`src/rtl/spn_sbox_pkg.sv`:
```
// Shared S-box tables, nibble-parallel substitution helpers and the core FSM state type.
// Helpers work on SPN_MAX_DW-bit vectors; callers zero-extend their block and truncate the result.
package spn_sbox_pkg;

    localparam int SPN_MAX_DW = 256;

    typedef enum logic [1:0] {
        ST_IDLE = 2'd0,
        ST_RUN  = 2'd1,
        ST_DONE = 2'd2
    } spn_state_t;

    // Entry n of each table sits at bits [n*4 +: 4].
    localparam logic [63:0] SBOX_TABLE     = 64'h2174_8FE3_DA09_B65C;
    localparam logic [63:0] SBOX_INV_TABLE = 64'hA970_364B_D21C_8FE5;

    function automatic logic [SPN_MAX_DW-1:0] sbox_substitute(input logic [SPN_MAX_DW-1:0] x);
        logic [SPN_MAX_DW-1:0] y;
        y = '0;
        for (int unsigned i = 0; i < SPN_MAX_DW / 4; i++) begin
            y[i*4 +: 4] = SBOX_TABLE[int'(x[i*4 +: 4])*4 +: 4];
        end
        return y;
    endfunction

    function automatic logic [SPN_MAX_DW-1:0] sbox_inv_substitute(input logic [SPN_MAX_DW-1:0] x);
        logic [SPN_MAX_DW-1:0] y;
        y = '0;
        for (int unsigned i = 0; i < SPN_MAX_DW / 4; i++) begin
            y[i*4 +: 4] = SBOX_INV_TABLE[int'(x[i*4 +: 4])*4 +: 4];
        end
        return y;
    endfunction

endpackage

```
`src/rtl/spn_round_bidir.sv`:
```
// One combinational SPN round, encrypt or decrypt, selected by mode.
// Decrypt round rc undoes encrypt round NR-1-rc, so NR decrypt rounds invert NR encrypt rounds.
module spn_round_bidir
    import spn_sbox_pkg::*;
#(
    parameter int DW  = 16,
    parameter int NR  = 4,
    parameter int ROT = DW / 2,
    parameter int RCW = $clog2(NR + 1)
) (
    input  logic [DW-1:0]          state_in,
    input  logic                   mode,
    input  logic [RCW-1:0]         rc,
    input  logic [(NR+1)*DW-1:0]   keys,
    output logic [DW-1:0]          state_out
);

    localparam int unsigned R = ROT % DW;

    function automatic logic [DW-1:0] rotl(input logic [DW-1:0] x);
        return (x << R) | (x >> (DW - R));
    endfunction

    function automatic logic [DW-1:0] rotr(input logic [DW-1:0] x);
        return (x >> R) | (x << (DW - R));
    endfunction

    logic [DW-1:0] k_fwd, k_inv, k_last;
    logic [DW-1:0] enc_x, enc_y, dec_x, dec_y;
    logic          is_first, is_last;

    always_comb begin
        k_fwd    = keys[int'(rc)*DW +: DW];
        k_inv    = keys[(NR - 1 - int'(rc))*DW +: DW];
        k_last   = keys[NR*DW +: DW];
        is_first = (rc == '0);
        is_last  = (rc == RCW'(NR - 1));

        enc_x = state_in ^ k_fwd;
        enc_y = rotl(DW'(sbox_substitute(SPN_MAX_DW'(enc_x)))) ^ (is_last ? k_last : '0);

        // The final whitening key is stripped before the first inverse round.
        dec_x = state_in ^ (is_first ? k_last : '0);
        dec_y = DW'(sbox_inv_substitute(SPN_MAX_DW'(rotr(dec_x)))) ^ k_inv;

        state_out = mode ? dec_y : enc_y;
    end

endmodule

```
`src/rtl/spn_iter_core.sv`:
```
// Iterative SPN cipher core: one round per clock, NR-cycle latency, valid/ready on both sides.
// Request operands are latched at accept so the in-flight result ignores later input changes.
module spn_iter_core
    import spn_sbox_pkg::*;
#(
    parameter int DW  = 16,
    parameter int NR  = 4,
    parameter int ROT = DW / 2
) (
    input  logic                   clk,
    input  logic                   rst,
    input  logic                   in_valid,
    output logic                   in_ready,
    input  logic                   mode,
    input  logic [DW-1:0]          data_in,
    input  logic [(NR+1)*DW-1:0]   round_keys,
    output logic                   out_valid,
    input  logic                   out_ready,
    output logic [DW-1:0]          data_out,
    output logic                   busy
);

    localparam int RCW = $clog2(NR + 1);

    spn_state_t               fsm_q, fsm_d;
    logic [DW-1:0]            blk_q, blk_d;
    logic [DW-1:0]            dout_q, dout_d;
    logic [RCW-1:0]           rc_q, rc_d;
    logic [(NR+1)*DW-1:0]     keys_q, keys_d;
    logic                     mode_q, mode_d;
    logic                     ovalid_q, ovalid_d;
    logic [DW-1:0]            round_out;

    spn_round_bidir #(
        .DW  (DW),
        .NR  (NR),
        .ROT (ROT),
        .RCW (RCW)
    ) u_round (
        .state_in  (blk_q),
        .mode      (mode_q),
        .rc        (rc_q),
        .keys      (keys_q),
        .state_out (round_out)
    );

    always_comb begin
        fsm_d    = fsm_q;
        blk_d    = blk_q;
        dout_d   = dout_q;
        rc_d     = rc_q;
        keys_d   = keys_q;
        mode_d   = mode_q;
        ovalid_d = ovalid_q;
        unique case (fsm_q)
            ST_IDLE: begin
                if (in_valid) begin
                    blk_d  = data_in;
                    mode_d = mode;
                    keys_d = round_keys;
                    rc_d   = '0;
                    fsm_d  = ST_RUN;
                end
            end
            ST_RUN: begin
                blk_d = round_out;
                rc_d  = rc_q + RCW'(1);
                if (rc_q == RCW'(NR - 1)) begin
                    rc_d     = '0;
                    dout_d   = round_out;
                    ovalid_d = 1'b1;
                    fsm_d    = ST_DONE;
                end
            end
            ST_DONE: begin
                if (out_ready) begin
                    dout_d   = '0;
                    ovalid_d = 1'b0;
                    fsm_d    = ST_IDLE;
                end
            end
            default: fsm_d = ST_IDLE;
        endcase
    end

    always_ff @(posedge clk or posedge rst) begin
        if (rst) begin
            fsm_q    <= ST_IDLE;
            blk_q    <= '0;
            dout_q   <= '0;
            rc_q     <= '0;
            keys_q   <= '0;
            mode_q   <= 1'b0;
            ovalid_q <= 1'b0;
        end else begin
            fsm_q    <= fsm_d;
            blk_q    <= blk_d;
            dout_q   <= dout_d;
            rc_q     <= rc_d;
            keys_q   <= keys_d;
            mode_q   <= mode_d;
            ovalid_q <= ovalid_d;
        end
    end

    assign in_ready  = (fsm_q == ST_IDLE);
    assign busy      = (fsm_q != ST_IDLE);
    assign out_valid = ovalid_q;
    assign data_out  = dout_q;

endmodule

```
`config.mk`:
```
export PLATFORM = sky130hd
export DESIGN_NAME = spn_iter_core
export DESIGN_NICKNAME = d
export VERILOG_FILES = /design/src/rtl/spn_sbox_pkg.sv /design/src/rtl/spn_round_bidir.sv /design/src/rtl/spn_iter_core.sv
export SDC_FILE = /design/constraint.sdc
export NUM_CORES = 1
export LEC_CHECK = 0
export CAP_MARGIN = 20
export CORE_AREA = 2 2 127 142
export CTS_CLUSTER_DIAMETER = 30
export CTS_CLUSTER_SIZE = 8
export DETAILED_ROUTE_END_ITERATION = 8
export DIE_AREA = 0 0 129 144
export PLACE_DENSITY = 0.82
export SYNTH_ARGS = -nofsm -noshare
export SYNTH_HDL_FRONTEND = slang
export SYNTH_SLANG_ARGS = --single-unit
```
`constraint.sdc`:
```
create_clock -name clk -period 8.3 [get_ports clk]
set_input_delay 1.66 -clock clk [delete_from_list [all_inputs] [get_ports clk]]
set_output_delay 1.66 -clock clk [all_outputs]
set_load 0.01 [all_outputs]
```
==> results.ini, run 1 <==
[sta]
period_needed_ps = 4160
clock_skew_ps = 7.08
slew_viol_final = 0
holdWs_ps = 479
rsz0062_at_grt = false
relSlewSlack = 0.320
setup_tns_ps = 0
worst_pin_slew_ps = 1020
finalCritPeriodShare = 0.501
max_freq_mhz = 240
hold_viol_final = 0
finalSetupViolCount = 0

[worst_setup_path]
path_buf_inv = 2
reg2reg_from = rc_q[0]
cp.required_ps = 8600
critPathKind = reg -> reg
cp_top_family = buffers and inverters
arrival_ps = 4470
crit_path_start_kind = register
crit_slowest_cell = buf_4
path_cells = buf_4 -> inv_1 -> ha_1 -> nand3b_1 -> xor2_1 -> ha_1 -> mux4_2 -> and3_1 -> nor3_1 -> a221oi_1 -> a221o_1
cp_max_fo = 60
path_common_cell = ha_1
r2r_cells = 11
reg2reg_setup_slack_ps = 4140
critPathCaptureType = register
r2r-end = blk_q[13]
crit_path_max_incr_delay_ps = 680
cp-startpoint = rc_q[0]

[die]
fp.dieW_um = 129
core_um2 = 17300
initial_core_util = 0.515
die_area_um2 = 18600
ioPinCount = 120
rows = 51
dieHeight_um = 144

[global_routing]
antenna_found_initial = 0
grt_pass1_vias = 7090
grt_pass1_wl_um = 37200
grt_max_degree = 102
grt_util_all_layers = 0.256
globalRoute.totalOverflow = 0

[drt]
wl_met1_um = 11000
route.met2.wl_um = 10000
drc = 0
drt_wl_total_um = 22800
routed_via_density = 5.60
ant_nets = 0
num_vias = 7621
first_pass_iters = 5
highest_layer = met4
wl_met3_um = 1460
wl_per_cell_um = 16.8
drt_iter0_markers = 714

[clocking]
cts_resized = 0
clk_latency_ps = 430
cts_tree = yes
clk_path_buf_depth = 2
numCtsBuffers = 17
htreeDepth = 4
cts_hold_buf = 0
clockRootBuffer = clkbuf_16
tritoncts_num_sinks = 119
cts_setup_buffers = 0
cts.clk_slew.worst_paths_ps = 60

[synth]
synth_edf_count = 0
ys_async_sr_fraction = 1.00
synth_cells = 1036
ys_types = 72
synth.most_common_cell = nand2_1
netlist_top_cells_area = dfrtp_1 33%, nand2_1 13%, mux2i_1 7.5%
synthesis.area_um2 = 8910
synth_top_area_frac = 0.334
synth.avg_cell_area_um2 = 8.60
ys_seq_elements = 119
yosysSeqAreaShare = 0.334
synth_top_area_cell = dfrtp_1
ys_warn_count = 0
synthTopCellsByCount = 315 x nand2_1, 119 x dfrtp_1, 67 x mux2i_1
synth_top_flop_cell = dfrtp_1
syn-num-nets = 1158

[worst_hold_path]
hp-class = reg -> reg
hold_path_depth = 2
min_from = data_out[10]
hold_path_end = data_out[10]

[final_layout]
stdcell_area_um2 = 10700
area_delta_synth_final_pct = 20.4
fill_cells = 1472
nNetsFinal = 1231
drive_gt1_frac = 0.0954
diodes = 0
final_util = 0.620

[placement]
place_area_um2 = 10100
place_congestion = 0.935
dp_hpwl_um = 15900
port_buffers = 119

[flow_run]
max-cap-violations = 0

[run_status]
outcome = complete, no violations

## worst reg2reg max path: cells and delay by family, from the launching register on
family	cells	cell delay [ps]
fa+ha+maj	2	860
buf+inv	2	990
simple gates	3	580
flops	1	340
xor+xnor	1	350
mux	1	480
compound gates	2	440
## layer usage
metal  up-vias  global-route usage
met2       262               0.378
met4         0              0.0692
met3        28              0.0459
li1       3707                   -
met1      3624               0.386
met5         -                   0
## flip-flops by register name (all words and copies together) (netlist names)
name,count
blk_q,16
data_out,16
fsm_q,2
keys_q,80
mode_q,1
out_valid,1
rc_q,3
## kinds of logic after synthesis
| logic type | Yosys count | share of synthesized area |
|---|---|---|
| AOI/OAI and AO/OA | 148 | 0.123 |
| xor gates and xnor gates | 80 | 0.0803 |
| adders and majority gates | 21 | 0.0295 |
| buffers and inverters | 100 | 0.0542 |
| DFF | 119 | 0.334 |
| muxes | 105 | 0.146 |
| and+or+nand+nor | 463 | 0.233 |
## worst max-delay path by stage
stage	endpoint	slack [ps]	cells after the start
3_3_place_gp	blk_q[13]	4300	12
3_5_place_dp	blk_q[13]	4200	11
6_report	blk_q[13]	4140	11
2_1_floorplan	blk_q[0]	3480	1
5_1_grt	blk_q[4]	3840	13
4_1_cts	blk_q[13]	4160	11
## stage by stage
stage	setup WS, ps	std cells
after floorplan	3480	1036
after global placement	4300	1327
after detailed placement	4200	1327
after CTS	4160	1359
after global routing	3840	1360
final	4140	1360
## cell usage in the layout, fill, tap and decap left out, types with 20 or more instances in the layout
| cell | instances |
|---|---|
| mux2i_1 | 67 |
| xor2_1 | 38 |
| nand2_1 | 314 |
| nor2_1 | 34 |
| ha_1 | 21 |
| mux2_2 | 20 |
| xnor2_1 | 40 |
| dfrtp_1 | 116 |
| inv_1 | 23 |
| clkdlybuf4s50_1 | 119 |
| a21oi_1 | 34 |
| o21ai_0 | 24 |
## layout make-up
class                           instances  area (um2)  area share
Multi-Input combinational cell        817        5460       0.509
Sequential cell                       119        2980       0.278
Timing Repair Buffer                  127        1250       0.117
Clock buffer                           19         453      0.0422
Tap cell                              238         298      0.0278
Clock inverter                         13         178      0.0166
Inverter                               27         105     0.00980
Power of run 1 is not shown: default switching activity piles up to over one toggle a cycle in this logic, so the estimate is an artifact.
==> run 2, diff against run 1 <==
Settings changed: CORE_AREA 2 2 127 142 to 2 2 130 144, DIE_AREA 0 0 129 144 to 0 0 132 146, PLACE_DENSITY 0.82 to 0.83.
Clock period 8.3 ns to 3.7 ns, I/O delays scaled along.
==> results.ini, run 2 (synthesized netlist as in run 1, its figures left out) <==
[clocking]
cts_resized = 0
cts_hold_buf = 0
clockRootBuffer = clkbuf_16
numCtsBuffers = 17
clk_path_buf_depth = 2
tritoncts_num_sinks = 119
cts_tree = yes
cts_setup_buffers = 0
htreeDepth = 4
cts.clk_slew.worst_paths_ps = 60
clk_latency_ps = 430

[die]
dieHeight_um = 146
initial_core_util = 0.504
die_area_um2 = 19300
core_um2 = 17700
fp.dieW_um = 132
ioPinCount = 120
rows = 51

[final_layout]
diodes = 0
largest_reg_flops = 80
regMostFlops = keys_q
area_delta_synth_final_pct = 21.8
final_common_cell = nand2_1
mostFrequentLayoutCells = 314 x nand2_1, 119 x clkdlybuf4s50_1, 116 x dfrtp_1, 67 x mux2i_1, 40 x xnor2_1
nNetsFinal = 1248
drive_gt1_frac = 0.108

[worst_hold_path]
min_from = data_out[1]
hold_path_end = data_out[1]
hp-class = reg -> reg
hold_path_depth = 2

[sta]
finalCritPeriodShare = 0.935
finalSetupViolCount = 0
period_needed_ps = 3460
slew_viol_final = 0
worst_pin_slew_ps = 1010
max_freq_mhz = 289
setup_tns_ps = 0
hold_viol_final = 0
relSlewSlack = 0.324
rsz0062_at_grt = false
clock_skew_ps = 10.3

[drt]
ant_nets = 0
routed_via_density = 5.69
drc = 0
num_vias = 7839
wl_per_cell_um = 17.3
first_pass_iters = 7
drt_iter0_markers = 744
drt_wl_total_um = 23800

[global_routing]
antenna_found_initial = 0
grt_pass1_wl_um = 39100
grt_max_degree = 74
grt_util_all_layers = 0.252
globalRoute.totalOverflow = 0
grt_pass1_vias = 7533

[worst_setup_path]
reg2reg_from = rc_q[0]
critPathKind = reg -> reg
cp_max_fo = 11
crit_path_start_kind = register
critPathCaptureType = register
r2r_cells = 13
reg2reg_setup_slack_ps = 240
cp.required_ps = 4010
arrival_ps = 3770
r2r-end = blk_q[4]

[placement]
dp_hpwl_um = 17000
port_buffers = 119
place_congestion = 0.963

[flow_run]
max-cap-violations = 0

[run_status]
outcome = complete, no violations

-- run 2: how the worst max path moves through the flow --
stage | start | end | slack, ps
finish | rc_q[0] | blk_q[4] | 240
global route | rc_q[0] | data_out[7] | 40
CTS | rc_q[2] | blk_q[15] | 360
detailed placement | rc_q[0] | blk_q[4] | 400
global placement | rc_q[2] | blk_q[15] | 530
floorplan | rc_q[0] | blk_q[13] | 150
-- run 2: cell type report --
cell class	instances	area, um2
Clock buffer	18	439
Clock inverter	14	174
Tap cell	238	298
Multi-Input combinational cell	817	5460
Sequential cell	119	2980
Fill cell	1495	6820
Inverter	27	106
Timing Repair Buffer	144	1400
-- run 2: critical path, stage by stage, from the launching register on --
cell and delay, ps:
dfrtp_2 420, inv_1 170, ha_1 320, buf_4 230, nand3b_1 100, xor2_1 430
inv_1 200, ha_1 380, mux2i_1 80, a221oi_1 360, xnor2_1 130, nor2_1 120
a221oi_2 60, a221o_1 330
-- run 2: layer usage --
layer	wire length, um	vias up	share of wire	global-route usage
met4	667	0	0.028	0.102
met5	0	-	0	0
li1	-	3729	-	-
met1	10800	3710	0.45	0.362
met2	10300	345	0.43	0.371
met3	2030	55	0.085	0.0529
-- run 2: per-stage QoR --
step           hold WS (ps)  instances  area, um2  setup WS, ps   util
2_1_floorplan           455       1036       8920           153      -
3_3_place_gp            465       1345      10200           527  0.580
3_5_place_dp            476       1345      10200           404  0.580
4_1_cts                 488       1377      10900           361  0.614
5_1_grt                 517       1377      10900          36.1  0.614
6_report                489       1377      10900           240  0.614
Power of run 2 is left out for the same reason.
